## config.mk

```make
export PLATFORM = sky130hd
export DESIGN_NAME = ripple_carry_adder_reg
export DESIGN_NICKNAME = d
export VERILOG_FILES = /design/src/rtl/rca_pkg.sv /design/src/rtl/full_adder.sv /design/src/rtl/ripple_carry_adder_reg.sv
export SDC_FILE = /design/constraint.sdc
export NUM_CORES = 1
export LEC_CHECK = 0
export BUFFER_PORTS_ARGS = -buffer_cell sky130_fd_sc_hd__clkbuf_2
export CORE_MARGIN = 1.5
export CORE_UTILIZATION = 38
export CTS_BUF_LIST = sky130_fd_sc_hd__clkbuf_16
export DETAILED_ROUTE_END_ITERATION = 10
export HOLD_SLACK_MARGIN = 0.15
export PLACE_DENSITY_LB_ADDON = 0.2
export SLEW_MARGIN = 20
export SYNTH_ARGS = -nofsm -noshare
export SYNTH_HDL_FRONTEND = slang
export SYNTH_HIERARCHICAL = 1
export SYNTH_SLANG_ARGS = --single-unit
```

## constraint.sdc

```tcl
create_clock -name clk -period 0.8 [get_ports clk]
set_input_delay 0.12 -clock clk [delete_from_list [all_inputs] [get_ports clk]]
set_output_delay 0.12 -clock clk [all_outputs]
set_load 0.005 [all_outputs]
```

## src/rtl/rca_pkg.sv

```systemverilog
// rca_pkg: shared constants and the arithmetic reference for the ripple-carry adder.
// rca_ref_sum returns {cout, sum} for an adder of the given width.
// Operand bits at or above that width are ignored.
package rca_pkg;

    localparam int RCA_DEFAULT_WIDTH = 8;
    localparam int RCA_REF_MAX_WIDTH = 64;

    // Plain-arithmetic reference: (a + b + cin) mod 2^(width+1), with operands truncated to width.
    function automatic logic [RCA_REF_MAX_WIDTH:0] rca_ref_sum(
        input logic [RCA_REF_MAX_WIDTH-1:0] a,
        input logic [RCA_REF_MAX_WIDTH-1:0] b,
        input logic                         cin,
        input int                           width = RCA_DEFAULT_WIDTH
    );
        logic [RCA_REF_MAX_WIDTH-1:0] a_m;
        logic [RCA_REF_MAX_WIDTH-1:0] b_m;
        logic [RCA_REF_MAX_WIDTH:0]   full;
        a_m = a;
        b_m = b;
        for (int i = 0; i < RCA_REF_MAX_WIDTH; i++) begin
            if (i >= width) begin
                a_m[i] = 1'b0;
                b_m[i] = 1'b0;
            end
        end
        full = {1'b0, a_m} + {1'b0, b_m} + {{RCA_REF_MAX_WIDTH{1'b0}}, cin};
        return full;
    endfunction

endpackage

```

## src/rtl/full_adder.sv

```systemverilog
// full_adder: one combinational bit cell of the ripple chain.
module full_adder (
    input  logic a,
    input  logic b,
    input  logic cin,
    output logic s,
    output logic cout
);

    logic p;

    // Propagate term feeds both the sum and the carry.
    assign p    = a ^ b;
    assign s    = p ^ cin;
    assign cout = (a & b) | (cin & p);

endmodule

```

## src/rtl/ripple_carry_adder_reg.sv

```systemverilog
// ripple_carry_adder_reg: WIDTH-bit ripple-carry adder with registered sum, carry-out and valid.
// Build option RCA_INPUT_REG_EN adds an input register stage ahead of the chain.
// Latency is 1 cycle without it and 2 cycles with it; throughput is 1 result per cycle in both builds.
module ripple_carry_adder_reg
    import rca_pkg::*;
#(
    parameter int WIDTH = RCA_DEFAULT_WIDTH
) (
    input  logic             clk,
    input  logic             rst,
    input  logic             in_valid,
    input  logic [WIDTH-1:0] a,
    input  logic [WIDTH-1:0] b,
    input  logic             cin,
    output logic             out_valid,
    output logic [WIDTH-1:0] s,
    output logic             cout
);

    logic [WIDTH-1:0] a_core;
    logic [WIDTH-1:0] b_core;
    logic             cin_core;
    logic             in_valid_core;

`ifdef RCA_INPUT_REG_EN
    logic [WIDTH-1:0] a_in_q, a_in_d;
    logic [WIDTH-1:0] b_in_q, b_in_d;
    logic             cin_in_q, cin_in_d;
    logic             in_valid_in_q, in_valid_in_d;

    // Operands load only on valid beats; idle (possibly X) operands never reach the chain.
    always_comb begin
        a_in_d        = a_in_q;
        b_in_d        = b_in_q;
        cin_in_d      = cin_in_q;
        in_valid_in_d = in_valid;
        if (in_valid) begin
            a_in_d   = a;
            b_in_d   = b;
            cin_in_d = cin;
        end
    end

    // Input stage registers, cleared by reset.
    always_ff @(posedge clk or posedge rst) begin
        if (rst) begin
            a_in_q        <= '0;
            b_in_q        <= '0;
            cin_in_q      <= 1'b0;
            in_valid_in_q <= 1'b0;
        end else begin
            a_in_q        <= a_in_d;
            b_in_q        <= b_in_d;
            cin_in_q      <= cin_in_d;
            in_valid_in_q <= in_valid_in_d;
        end
    end

    assign a_core        = a_in_q;
    assign b_core        = b_in_q;
    assign cin_core      = cin_in_q;
    assign in_valid_core = in_valid_in_q;
`else
    assign a_core        = a;
    assign b_core        = b;
    assign cin_core      = cin;
    assign in_valid_core = in_valid;
`endif

    logic [WIDTH:0]   carry;
    logic [WIDTH-1:0] sum_comb;

    assign carry[0] = cin_core;

    for (genvar i = 0; i < WIDTH; i++) begin : g_fa
        full_adder u_fa (
            .a    (a_core[i]),
            .b    (b_core[i]),
            .cin  (carry[i]),
            .s    (sum_comb[i]),
            .cout (carry[i+1])
        );
    end

    logic [WIDTH-1:0] s_q, s_d;
    logic             cout_q, cout_d;
    logic             out_valid_q, out_valid_d;

    // Load the chain result on a valid beat; otherwise hold the result and drop valid.
    always_comb begin
        s_d         = s_q;
        cout_d      = cout_q;
        out_valid_d = in_valid_core;
        if (in_valid_core) begin
            s_d    = sum_comb;
            cout_d = carry[WIDTH];
        end
    end

    // Output registers; reset discards any in-flight result immediately.
    always_ff @(posedge clk or posedge rst) begin
        if (rst) begin
            s_q         <= '0;
            cout_q      <= 1'b0;
            out_valid_q <= 1'b0;
        end else begin
            s_q         <= s_d;
            cout_q      <= cout_d;
            out_valid_q <= out_valid_d;
        end
    end

    assign s         = s_q;
    assign cout      = cout_q;
    assign out_valid = out_valid_q;

endmodule

```

# Word level (Yosys, flattened, before mapping)
# Index checks and enable logic that the tools add are counted.
[word_totals]
reg_bits = 10
output_inout_bits = 10
in_bits = 20
elab_cells = 43
[classes]
bitwise = 40
[op_table]
columns = ["op", "count"]
rows = [
  ["1-bit AND", 16],
  ["1-bit XOR", 16],
  ["1-bit OR", 8],
]

# Longest topological paths before layout
# Gate-level depths: netlist of run 1.
[logic_depth]
word_depth = 17
mapped_depth = 9
ltp_nobuf = 9

# By module
# The synthesis of run 1 kept the hierarchy.
[modules_own_cells]
columns = ["mod", "seq_area_each_um2", "area_each_um2", "cells_per_inst", "n_inst"]
rows = [
  ["ripple_carry_adder_reg", 250.2, 400.4, 21, 1],
  ["full_adder", 0.0, 20.0, 1, 8],
]

# Worst setup path after synthesis of run 1
# No wires, ideal clock.
[synth_path]
path_kind = "input port to flip-flop"
start = "in a[0]"
end = "reg s_q[7], in the netlist s[7]"
required_ns = 0.675
stages = 9
path_buffers = 0
setup_ns = 0.125
setup_slack_ns = -2.818
t_arrival_ns = 3.493
path_cell_list = "fa_1 -> fa_1 -> fa_1 -> fa_1 -> fa_1 -> fa_1 -> fa_1 -> fa_1 -> mux2_4"
[synth_between]
elab_chain_len = 16
word_cells_on_any_way = 17
cone_classes = "bitwise (17)"
[synth_rtl]
columns = ["element", "line_no", "text"]
rows = [
  ["start, declared", "ripple_carry_adder_reg.sv:12", "input logic [WIDTH-1:0] a,"],
  ["1-bit XOR", "full_adder.sv:13", "assign p = a ^ b;"],
  ["1-bit AND", "full_adder.sv:15", "assign cout = (a & b) | (cin & p);"],
  ["1-bit OR (*)", "full_adder.sv:15", ""],
  ["1-bit AND (*)", "full_adder.sv:15", ""],
  ["1-bit OR (*)", "full_adder.sv:15", ""],
  ["via carry[2]", "ripple_carry_adder_reg.sv:70", "logic [WIDTH:0] carry;"],
  ["1-bit AND (*)", "full_adder.sv:15", ""],
  ["1-bit OR (*)", "full_adder.sv:15", ""],
  ["via carry[3]", "ripple_carry_adder_reg.sv:70", ""],
  ["[... 2 more ...]", "-", ""],
  ["via carry[4]", "ripple_carry_adder_reg.sv:70", ""],
  ["[... 2 more ...]", "-", ""],
  ["via carry[5]", "ripple_carry_adder_reg.sv:70", ""],
  ["1-bit AND (*)", "full_adder.sv:15", ""],
  ["1-bit OR (*)", "full_adder.sv:15", ""],
  ["via carry[6]", "ripple_carry_adder_reg.sv:70", ""],
  ["1-bit AND (*)", "full_adder.sv:15", ""],
  ["1-bit OR (*)", "full_adder.sv:15", ""],
  ["via carry[7]", "ripple_carry_adder_reg.sv:70", ""],
  ["1-bit XOR (*)", "full_adder.sv:14", "assign s = p ^ cin;"],
  ["via sum_comb[7]", "ripple_carry_adder_reg.sv:71", "logic [WIDTH-1:0] sum_comb;"],
  ["end signal, assigned", "ripple_carry_adder_reg.sv:103", "s_q <= '0;"],
  ["end signal, assigned", "ripple_carry_adder_reg.sv:107", "s_q <= s_d;"],
  ["end, declared", "ripple_carry_adder_reg.sv:85", "logic [WIDTH-1:0] s_q, s_d;"],
]
# Mark *: on every way through the listed nets, which the timed path passes. The rest lies on a longest branch.
# A chain may end at the register's enable or synchronous reset.

# Final worst setup path of run 1
[layout_path]
start = "in a[0]"
end = "reg s_q[7], in the netlist s[7]"
[layout_between]
elab_chain_len = 16
word_cells_on_any_way = 17
cone_classes = "bitwise (17)"
[layout_rtl]
columns = ["element", "line_no"]
rows = [
  ["1-bit XOR", "full_adder.sv:13"],
  ["1-bit AND", "full_adder.sv:15"],
  ["1-bit OR (*)", "full_adder.sv:15"],
  ["via carry[1]", "ripple_carry_adder_reg.sv:70"],
  ["1-bit AND (*)", "full_adder.sv:15"],
  ["1-bit OR (*)", "full_adder.sv:15"],
  ["via carry[2]", "ripple_carry_adder_reg.sv:70"],
  ["1-bit AND (*)", "full_adder.sv:15"],
  ["[... 1 more ...]", "-"],
  ["via carry[3]", "ripple_carry_adder_reg.sv:70"],
  ["[... 2 more ...]", "-"],
  ["via carry[4]", "ripple_carry_adder_reg.sv:70"],
  ["[... 2 more ...]", "-"],
  ["via carry[5]", "ripple_carry_adder_reg.sv:70"],
  ["1-bit AND (*)", "full_adder.sv:15"],
  ["1-bit OR (*)", "full_adder.sv:15"],
  ["via carry[6]", "ripple_carry_adder_reg.sv:70"],
  ["1-bit AND (*)", "full_adder.sv:15"],
  ["1-bit OR (*)", "full_adder.sv:15"],
  ["via carry[7]", "ripple_carry_adder_reg.sv:70"],
  ["1-bit XOR (*)", "full_adder.sv:14"],
  ["via sum_comb[7]", "ripple_carry_adder_reg.sv:71"],
]
# Marked as above.

==> results of run 1 <==
==> synth_stat cells <==
cell	number
sky130_fd_sc_hd__buf_6	1
sky130_fd_sc_hd__fa_1	8
sky130_fd_sc_hd__mux2_4	9
sky130_fd_sc_hd__dfrtp_1	10
sky130_fd_sc_hd__inv_1	1
==> power groups by stage <==
stage	combinational (mW)	sequential, mW	clock (mW)
6_report	0.468	0.676	0.865
5_1_grt	0.527	0.690	0.925
4_1_cts	0.479	0.680	0.888
3_5_place_dp	0.472	0.682	0
3_3_place_gp	0.456	0.681	0
2_1_floorplan	0.252	0.684	0
==> final timing paths <==
check                           cells past startpoint             start             endpoint
max in group asynchronous                           3               rst     s[6]$_DFFE_PP0P_
worst min register to register                      1  s[0]$_DFFE_PP0P_     s[0]$_DFFE_PP0P_
worst min-delay path                                1          in_valid  out_valid$_DFF_PP0_
worst max register to register                      1  s[1]$_DFFE_PP0P_     s[1]$_DFFE_PP0P_
min in group asynchronous                           3               rst     s[0]$_DFFE_PP0P_
worst max-delay path                               10              a[0]     s[7]$_DFFE_PP0P_
==> worst max-delay path: cells and delay by family <==
kind | cells | cell delay [ps]
buffers and inverters | 1 | 90
multiplexers | 1 | 260
adder cells (fa/ha/maj) | 8 | 2900
==> registers in the layout, summed over array words and instances, names as in the netlist <==
signal / cells
cout: 1
s: 8
out_valid: 1
==> final cells by class <==
class / count / area share [%]
tap: 15 / 2.266
sequential: 10 / 30.21
multi-input combinational: 17 / 38.07
timing repair buffer: 30 / 19.49
clock buffer: 3 / 9.063
inverter: 1 / 0.4532
clock inverter: 1 / 0.4532
==> routing by layer <==
| layer | up-vias | wire length (µm) | part of all wire (%) |
|---|---|---|---|
| met5 | - | 0 | 0 |
| met4 | 0 | 0 | 0 |
| met3 | 0 | 97 | 9.8 |
| met2 | 20 | 558 | 56 |
| met1 | 185 | 334 | 34 |
| li1 | 162 | - | - |
==> through the flow <==
stage / worst slack (ps) / utilization [%] / instance area (µm²) / TNS [ps] / hold WS, ps
floorplan: -2530 / - / 580.6 / -13160 / -39.82
global placement: -2700 / 54.97 / 733.2 / -14460 / 89.15
detailed placement: -2719 / 54.97 / 733.2 / -14600 / 89.43
CTS: -2473 / 61.63 / 822.0 / -12850 / 257.6
global route: -2535 / 62.10 / 828.3 / -13380 / 270.9
finish: -2459 / 62.10 / 828.3 / -12640 / 244.9
==> logic make-up (layout without fill, tap and decap cells) <==
group / Yosys count / count (layout) / synth area share, %
buf+inv: 2 / 35 / 2.678
fa+ha+maj: 8 / 8 / 28.57
flops: 10 / 10 / 44.64
mux: 9 / 9 / 24.11
==> timing repair <==
action                                  CTS  global route
gates resized for setup                   0             2
endpoints found under the hold margin    10             0
hold buffers                              1             0
endpoints found under the setup margin   19            19
==> metrics.log, run 1 <==
[metrics] status: complete, but fails checks
[metrics] violations in the final reports: negative setup slack
[metrics] Nets: 91
[metrics] average vias per placed instance: 4.766
[metrics] met1 usage: between 10% and 20%
[metrics] share of the clock period used by the worst path after layout: 407.4%
[metrics] Inst Count DP: 72
[metrics] setup repair after global routing missed its margin: yes
[metrics] Overflow after GRT: 0
[metrics] Clk pwr share: 43.1%
[metrics] final setup margin: -2459 ps
[metrics] P_sw: about 0.44 mW
[metrics] overall fraction of global-route tracks in use: 14.73%
[metrics] clock slew seen by the registers of the worst setup and hold paths: about 40 ps
[metrics] required time of the critical path: between 900 and 1000 ps
[metrics] Cell Pwr Density: roughly 2400 nW/µm²
[metrics] Die Span X: 41.41 µm
[metrics] Reg2Reg Setup Slack: roughly 20 ps
[metrics] highest fanout seen on the critical path: 1
[metrics] Post-Synthesis Net Count: 57
[metrics] met2 usage in global routing: roughly 28%
[metrics] number of global-route vias before repair: roughly 430
[metrics] fraction of final layout cells sized beyond drive strength 1: between 70% and 80%
[metrics] router iterations before antenna repair: 2
[metrics] cell internal pwr: 1.569 mW
[metrics] filler-free cell count of the finished design: between 70 and 80
[metrics] global routing met3 resource utilization: under 10%
[metrics] number of setup buffers added after CTS: 0
[metrics] maximum level of the CTS H-tree: 1
[metrics] multi-input logic area: roughly 320 µm²
[metrics] CP Capture Type: flop
[metrics] final hold vios: 0
[metrics] VDD IR-drop max: about 1.4 mV
[metrics] largest net degree at the start of global routing: 11
[metrics] total vias in the final route: about 370
[metrics] drt total wl: between 900 and 1000 µm
[metrics] maximum operating frequency: between 0.3 and 0.4 GHz
[metrics] Setup-failing EPs final: 19
[metrics] crit path kind: input port to flop
[metrics] Mean Syn Cell Area: slightly below 20 µm²
[metrics] sequential group share of total power: between 30% and 40%
[metrics] estimated wirelength of the detail-placed design: about 800 µm
[metrics] part of the power in combinational logic: around a quarter
[metrics] CTS sink cnt: 10
[metrics] Final Wtd Congestion: approximately 0.66
[metrics] clk buf depth: 2
[metrics] root buffer cell: sky130_fd_sc_hd__clkbuf_16
[metrics] CTS tree: done
[metrics] Worst Clk Skew: 0 ps
[metrics] clock buffer count from CTS: 3
[metrics] longest individual stage delay on the worst path: roughly 400 ps
[metrics] Syn-to-layout area delta: 47.77%
[metrics] number of remaining DRC errors: 0
[metrics] diodes inserted: 0
[metrics] clock network latency to the later pin of the worst-skew pair: 230 ps
[metrics] overall die area: 1714 µm²
[metrics] number of antenna violations at the first check in global routing: 0
[metrics] summed instance area of the synthesized netlist: roughly 560 µm²
[metrics] cell-by-cell trace of the critical path: buf_6 -> fa_2 -> fa_2 -> fa_2 -> fa_2 -> fa_2 -> fa_2 -> fa_2 -> fa_2 -> mux2_4
[metrics] slowest stage cell, crit path: sky130_fd_sc_hd__fa_2
[metrics] Worst Tran Pin Value: between 300 and 400 ps
[metrics] MaxCap Viol Count: 0
[metrics] count of yosys warnings during synthesis: 6
[metrics] most area-consuming cells after synthesis: sky130_fd_sc_hd__dfrtp_1, sky130_fd_sc_hd__fa_1, sky130_fd_sc_hd__mux2_4, sky130_fd_sc_hd__buf_6, sky130_fd_sc_hd__inv_1
[metrics] leading cell type in the layout, fill and taps excluded: sky130_fd_sc_hd__clkbuf_2
[metrics] post-synth top area cell: sky130_fd_sc_hd__dfrtp_1
[metrics] number of filler instances in the final layout: ~110
[metrics] CP startpoint kind: input port
[metrics] standard-cell rows: 13
[metrics] Top cell by count, worst path: sky130_fd_sc_hd__fa_2
[metrics] most frequent cells in the layout: sky130_fd_sc_hd__clkbuf_2, sky130_fd_sc_hd__dfrtp_1, sky130_fd_sc_hd__mux2_4, sky130_fd_sc_hd__fa_2, sky130_fd_sc_hd__clkbuf_16
[metrics] number of instances in the synthesized netlist: 29
[metrics] wire length of the first global-routing pass: 1856 µm
[metrics] worst min-delay path category: input port to flop
[metrics] leakage power total: between 0.4 and 0.5 nW
[metrics] Starting Density: a little over two fifths
[metrics] layer with the highest usage: met2
[metrics] FF+latch count, synth: 10
[metrics] Final Total Pwr: ~2 mW
[metrics] area fraction of the dominant cell type after synthesis: 44.64%
[metrics] headroom to the max-slew limit: 75.99%
[metrics] endpoint arrival time on the critical path: about 3400 ps
[metrics] portion of the post-synthesis area used by sequential elements: approximately 45%
[metrics] area taken by flip-flops and latches: around 250 µm²
[metrics] final routed wire length divided by cell count: ~13 µm
[metrics] shortest clock period the worst path allows after layout: 3259 ps
[metrics] port buffer count: 29
[metrics] Switching Share: 21.92%
[metrics] Die Span Y: just over 40 µm
[metrics] Unique masters post-synth: 5
[metrics] post-detailed-route count of antenna-violating nets: 0
[metrics] number of ports placed on the die boundary: 30
[metrics] count of pins over their slew limit: 0
[metrics] core outline area: between 1000 and 1500 µm²
[metrics] number of DRC markers in iteration 0: 2
No activity file was read; power rests on OpenSTA's default activity.
==> inputs of run 2 (changes only) <==
- ABC_AREA: default -> 1
- CORE_UTILIZATION: 38 -> 37
==> metrics.log, run 2 <==
[metrics] status: complete, but fails checks
[metrics] violations in the final reports: negative setup slack
[metrics] shortest clock period the worst path allows after layout: between 3000 and 4000 ps
[metrics] Worst Clk Skew: 0 ps
[metrics] number of DRC markers in iteration 0: 3
[metrics] largest net degree at the start of global routing: 11
[metrics] Post-Synthesis Net Count: 76
[metrics] final setup margin: -2344 ps
[metrics] wire length of the first global-routing pass: roughly 1600 µm
[metrics] maximum level of the CTS H-tree: 1
[metrics] prevailing post-synth register cell: sky130_fd_sc_hd__dfrtp_1
[metrics] number of instances in the synthesized netlist: between 40 and 50
[metrics] Mean Syn Cell Area: between 10 and 15 µm²
[metrics] clk buf depth: 2
[metrics] area taken by flip-flops and latches: about 250 µm²
[metrics] root buffer cell: sky130_fd_sc_hd__clkbuf_16
[metrics] Setup-failing EPs final: 18
[metrics] length in cells of the worst reg-to-reg path: 3
[metrics] leakage power total: ~0.47 nW
[metrics] CP startpoint kind: input port
[metrics] drt total wl: roughly 1200 µm
[metrics] required time of the critical path: 920 ps
[metrics] worst hold path depth: 3
[metrics] most frequent cells after synthesis: sky130_fd_sc_hd__nand2_1, sky130_fd_sc_hd__dfrtp_1, sky130_fd_sc_hd__fa_1
[metrics] worst setup path start: a[0]
[metrics] leading cell type by number of instances after synthesis: sky130_fd_sc_hd__nand2_1
[metrics] Critical R2R Launch: s[2]$_DFFE_PP0P_
[metrics] final hold vios: 0
[metrics] portion of the post-synthesis area used by sequential elements: 47.17%
[metrics] Starting Density: 40.27%
[metrics] Cell Pwr Density: 2261 nW/µm²
[metrics] Reg2Reg Setup Slack: ~80 ps
[metrics] crit path kind: input port to flop
[metrics] Die Span X: about 41 µm
[metrics] summed instance area of the synthesized netlist: approximately 530 µm²
[metrics] area fraction of the dominant cell type after synthesis: approximately 47%
[metrics] Critical R2R Capture: s[2]$_DFFE_PP0P_
[metrics] average vias per placed instance: ~4.3
[metrics] Switching Share: 23.55%
[metrics] highest fanout seen on the critical path: 1
[metrics] port buffer count: 29
[metrics] CTS tree: done
[metrics] leading cell type in the layout, fill and taps excluded: sky130_fd_sc_hd__clkbuf_2
[metrics] number of flops mapped to enable cells by yosys: 0
[metrics] Die Span Y: between 40 and 50 µm
[metrics] Clk pwr share: a little under half
[metrics] number of ports placed on the die boundary: 30
[metrics] max FFs per register: 8
[metrics] Unique masters post-synth: 6
[metrics] number of antenna violations at the first check in global routing: 0
[metrics] final core utilization: between 60% and 70%
[metrics] multi-input logic area: around 280 µm²
[metrics] estimated wirelength of the detail-placed design: slightly below 900 µm
[metrics] Nets: about 120
[metrics] clock network latency to the later pin of the worst-skew pair: ~230 ps
[metrics] part of the power in combinational logic: 22.2%
[metrics] cell internal pwr: 1.484 mW
[metrics] ys async rst share: 100.0%
[metrics] number of global-route vias before repair: 391
[metrics] Syn-to-layout area delta: 61.79%
[metrics] count of yosys warnings during synthesis: 6
[metrics] sequential group share of total power: between 30% and 40%
[metrics] endpoint arrival time on the critical path: approximately 3300 ps
[metrics] pre-CTS WS: -2625 ps
[metrics] core outline area: ~1300 µm²
[metrics] worst min-delay path category: input port to flop
[metrics] router iterations before antenna repair: 2
[metrics] CTS sink cnt: 10
[metrics] most frequent cells in the layout: sky130_fd_sc_hd__clkbuf_2, sky130_fd_sc_hd__nand2_1, sky130_fd_sc_hd__dfrtp_1, sky130_fd_sc_hd__fa_2, sky130_fd_sc_hd__buf_4
[metrics] standard-cell rows: 13
[metrics] maximum operating frequency: between 0.3 and 0.4 GHz
[metrics] post-detailed-route count of antenna-violating nets: 0
[metrics] VDD IR-drop max: around 0.94 mV
[metrics] share of the clock period used by the worst path after layout: 393.0%
[metrics] headroom to the max-slew limit: 73.83%
[metrics] number of remaining DRC errors: 0
[metrics] Worst Tran Pin Value: 392.1 ps
[metrics] post-synth top area cell: sky130_fd_sc_hd__dfrtp_1
[metrics] most area-consuming cells after synthesis: sky130_fd_sc_hd__dfrtp_1, sky130_fd_sc_hd__fa_1, sky130_fd_sc_hd__nand2_1, sky130_fd_sc_hd__buf_6, sky130_fd_sc_hd__inv_1
[metrics] crit path capture: s[7]$_DFFE_PP0P_
[metrics] P_sw: approximately 0.46 mW
[metrics] count of pins over their slew limit: 0
[metrics] Overflow after GRT: 0
[metrics] overall die area: between 1500 and 2000 µm²
[metrics] Final Wtd Congestion: 0.6356
[metrics] total vias in the final route: 448
[metrics] FF+latch count, synth: 10
[metrics] final routed wire length divided by cell count: ~11 µm
[metrics] setup repair after global routing missed its margin: yes
[metrics] fraction of final layout cells sized beyond drive strength 1: around 53%
[metrics] CP Capture Type: flop
[metrics] diodes inserted: 0
[metrics] clock slew seen by the registers of the worst setup and hold paths: approximately 40 ps
[metrics] MaxCap Viol Count: 0
[metrics] number of filler instances in the final layout: 106
[metrics] clock buffer count from CTS: 3
[metrics] overall fraction of global-route tracks in use: roughly 15%
run 2: kinds of logic (layout without fill, tap and decap cells):
kind of cell / Yosys count / in the layout / share of synthesized area (%)
simple gates: 27 / 27 / 19.10
flops: 10 / 10 / 47.17
fa+ha+maj: 8 / 8 / 30.19
buf+inv: 3 / 44 / 3.536
run 2: repair_timing:
action                                  in CTS  in global routing
pin swaps                                    0                  2
resized for setup                            0                  2
hold buffers                                 2                  0
hold endpoints to repair                    11                  0
endpoints found under the setup margin      18                 18
buffers inserted                             3                  2
run 2: final cells by class:
cell class	count	area share [%]
flip-flops and latches	10	29.15
multi-input cells	35	32.51
well taps	15	2.187
clock buffers	3	8.746
clock inverters	1	0.4373
repair buffers	38	26.09
inverters	2	0.8746
run 2: power groups by stage:
stage	sequential, mW	clock [mW]	combinational (mW)
final	0.632	0.878	0.431
after floorplan	0.644	0	0.159
after CTS	0.631	0.892	0.407
after global placement	0.638	0	0.343
after detailed placement	0.638	0	0.360
after global routing	0.640	0.921	0.497
run 2: worst min path at each step:
stage               startpoint          endpoint  slack (ps)
floorplan                  rst  cout$_DFFE_PP0P_         -40
global placement           rst  s[1]$_DFFE_PP0P_          90
detailed placement         rst  s[2]$_DFFE_PP0P_         100
CTS                   in_valid  cout$_DFFE_PP0P_         190
global route          in_valid  s[7]$_DFFE_PP0P_         210
finish                in_valid  cout$_DFFE_PP0P_         200
run 2: critical path, cell delays in order:
cell and delay [ps]:
sky130_fd_sc_hd__buf_6 90, sky130_fd_sc_hd__fa_2 390, sky130_fd_sc_hd__fa_2 360, sky130_fd_sc_hd__fa_2 350
sky130_fd_sc_hd__fa_2 340, sky130_fd_sc_hd__fa_2 360, sky130_fd_sc_hd__fa_2 350, sky130_fd_sc_hd__fa_2 340
sky130_fd_sc_hd__fa_1 430, sky130_fd_sc_hd__nand2_1 70, sky130_fd_sc_hd__nand2_1 50
run 2: routing by layer:
layer / vias to the layer above / part of all wire (%) / global-route usage, %
met2: 18 / 56 / 26.95
met3: 0 / 5.7 / 4.891
met4: 0 / 0 / 2.500
met5: - / 0 / 0
met1: 205 / 38 / 17.65
li1: 225 / - / -
run 2: metrics by stage:
step	cells	area (µm²)	power [mW]	setup TNS (ps)	hold slack, ps
3_5_place_dp	93	715.7	0.9979	-13700	102.1
3_3_place_gp	93	715.7	0.9816	-13380	91.01
6_report	104	858.3	1.941	-11790	195.1
2_1_floorplan	48	548.0	0.8034	-12100	-39.82
5_1_grt	104	858.3	2.059	-12570	210.7
4_1_cts	102	837.1	1.930	-11980	194.5
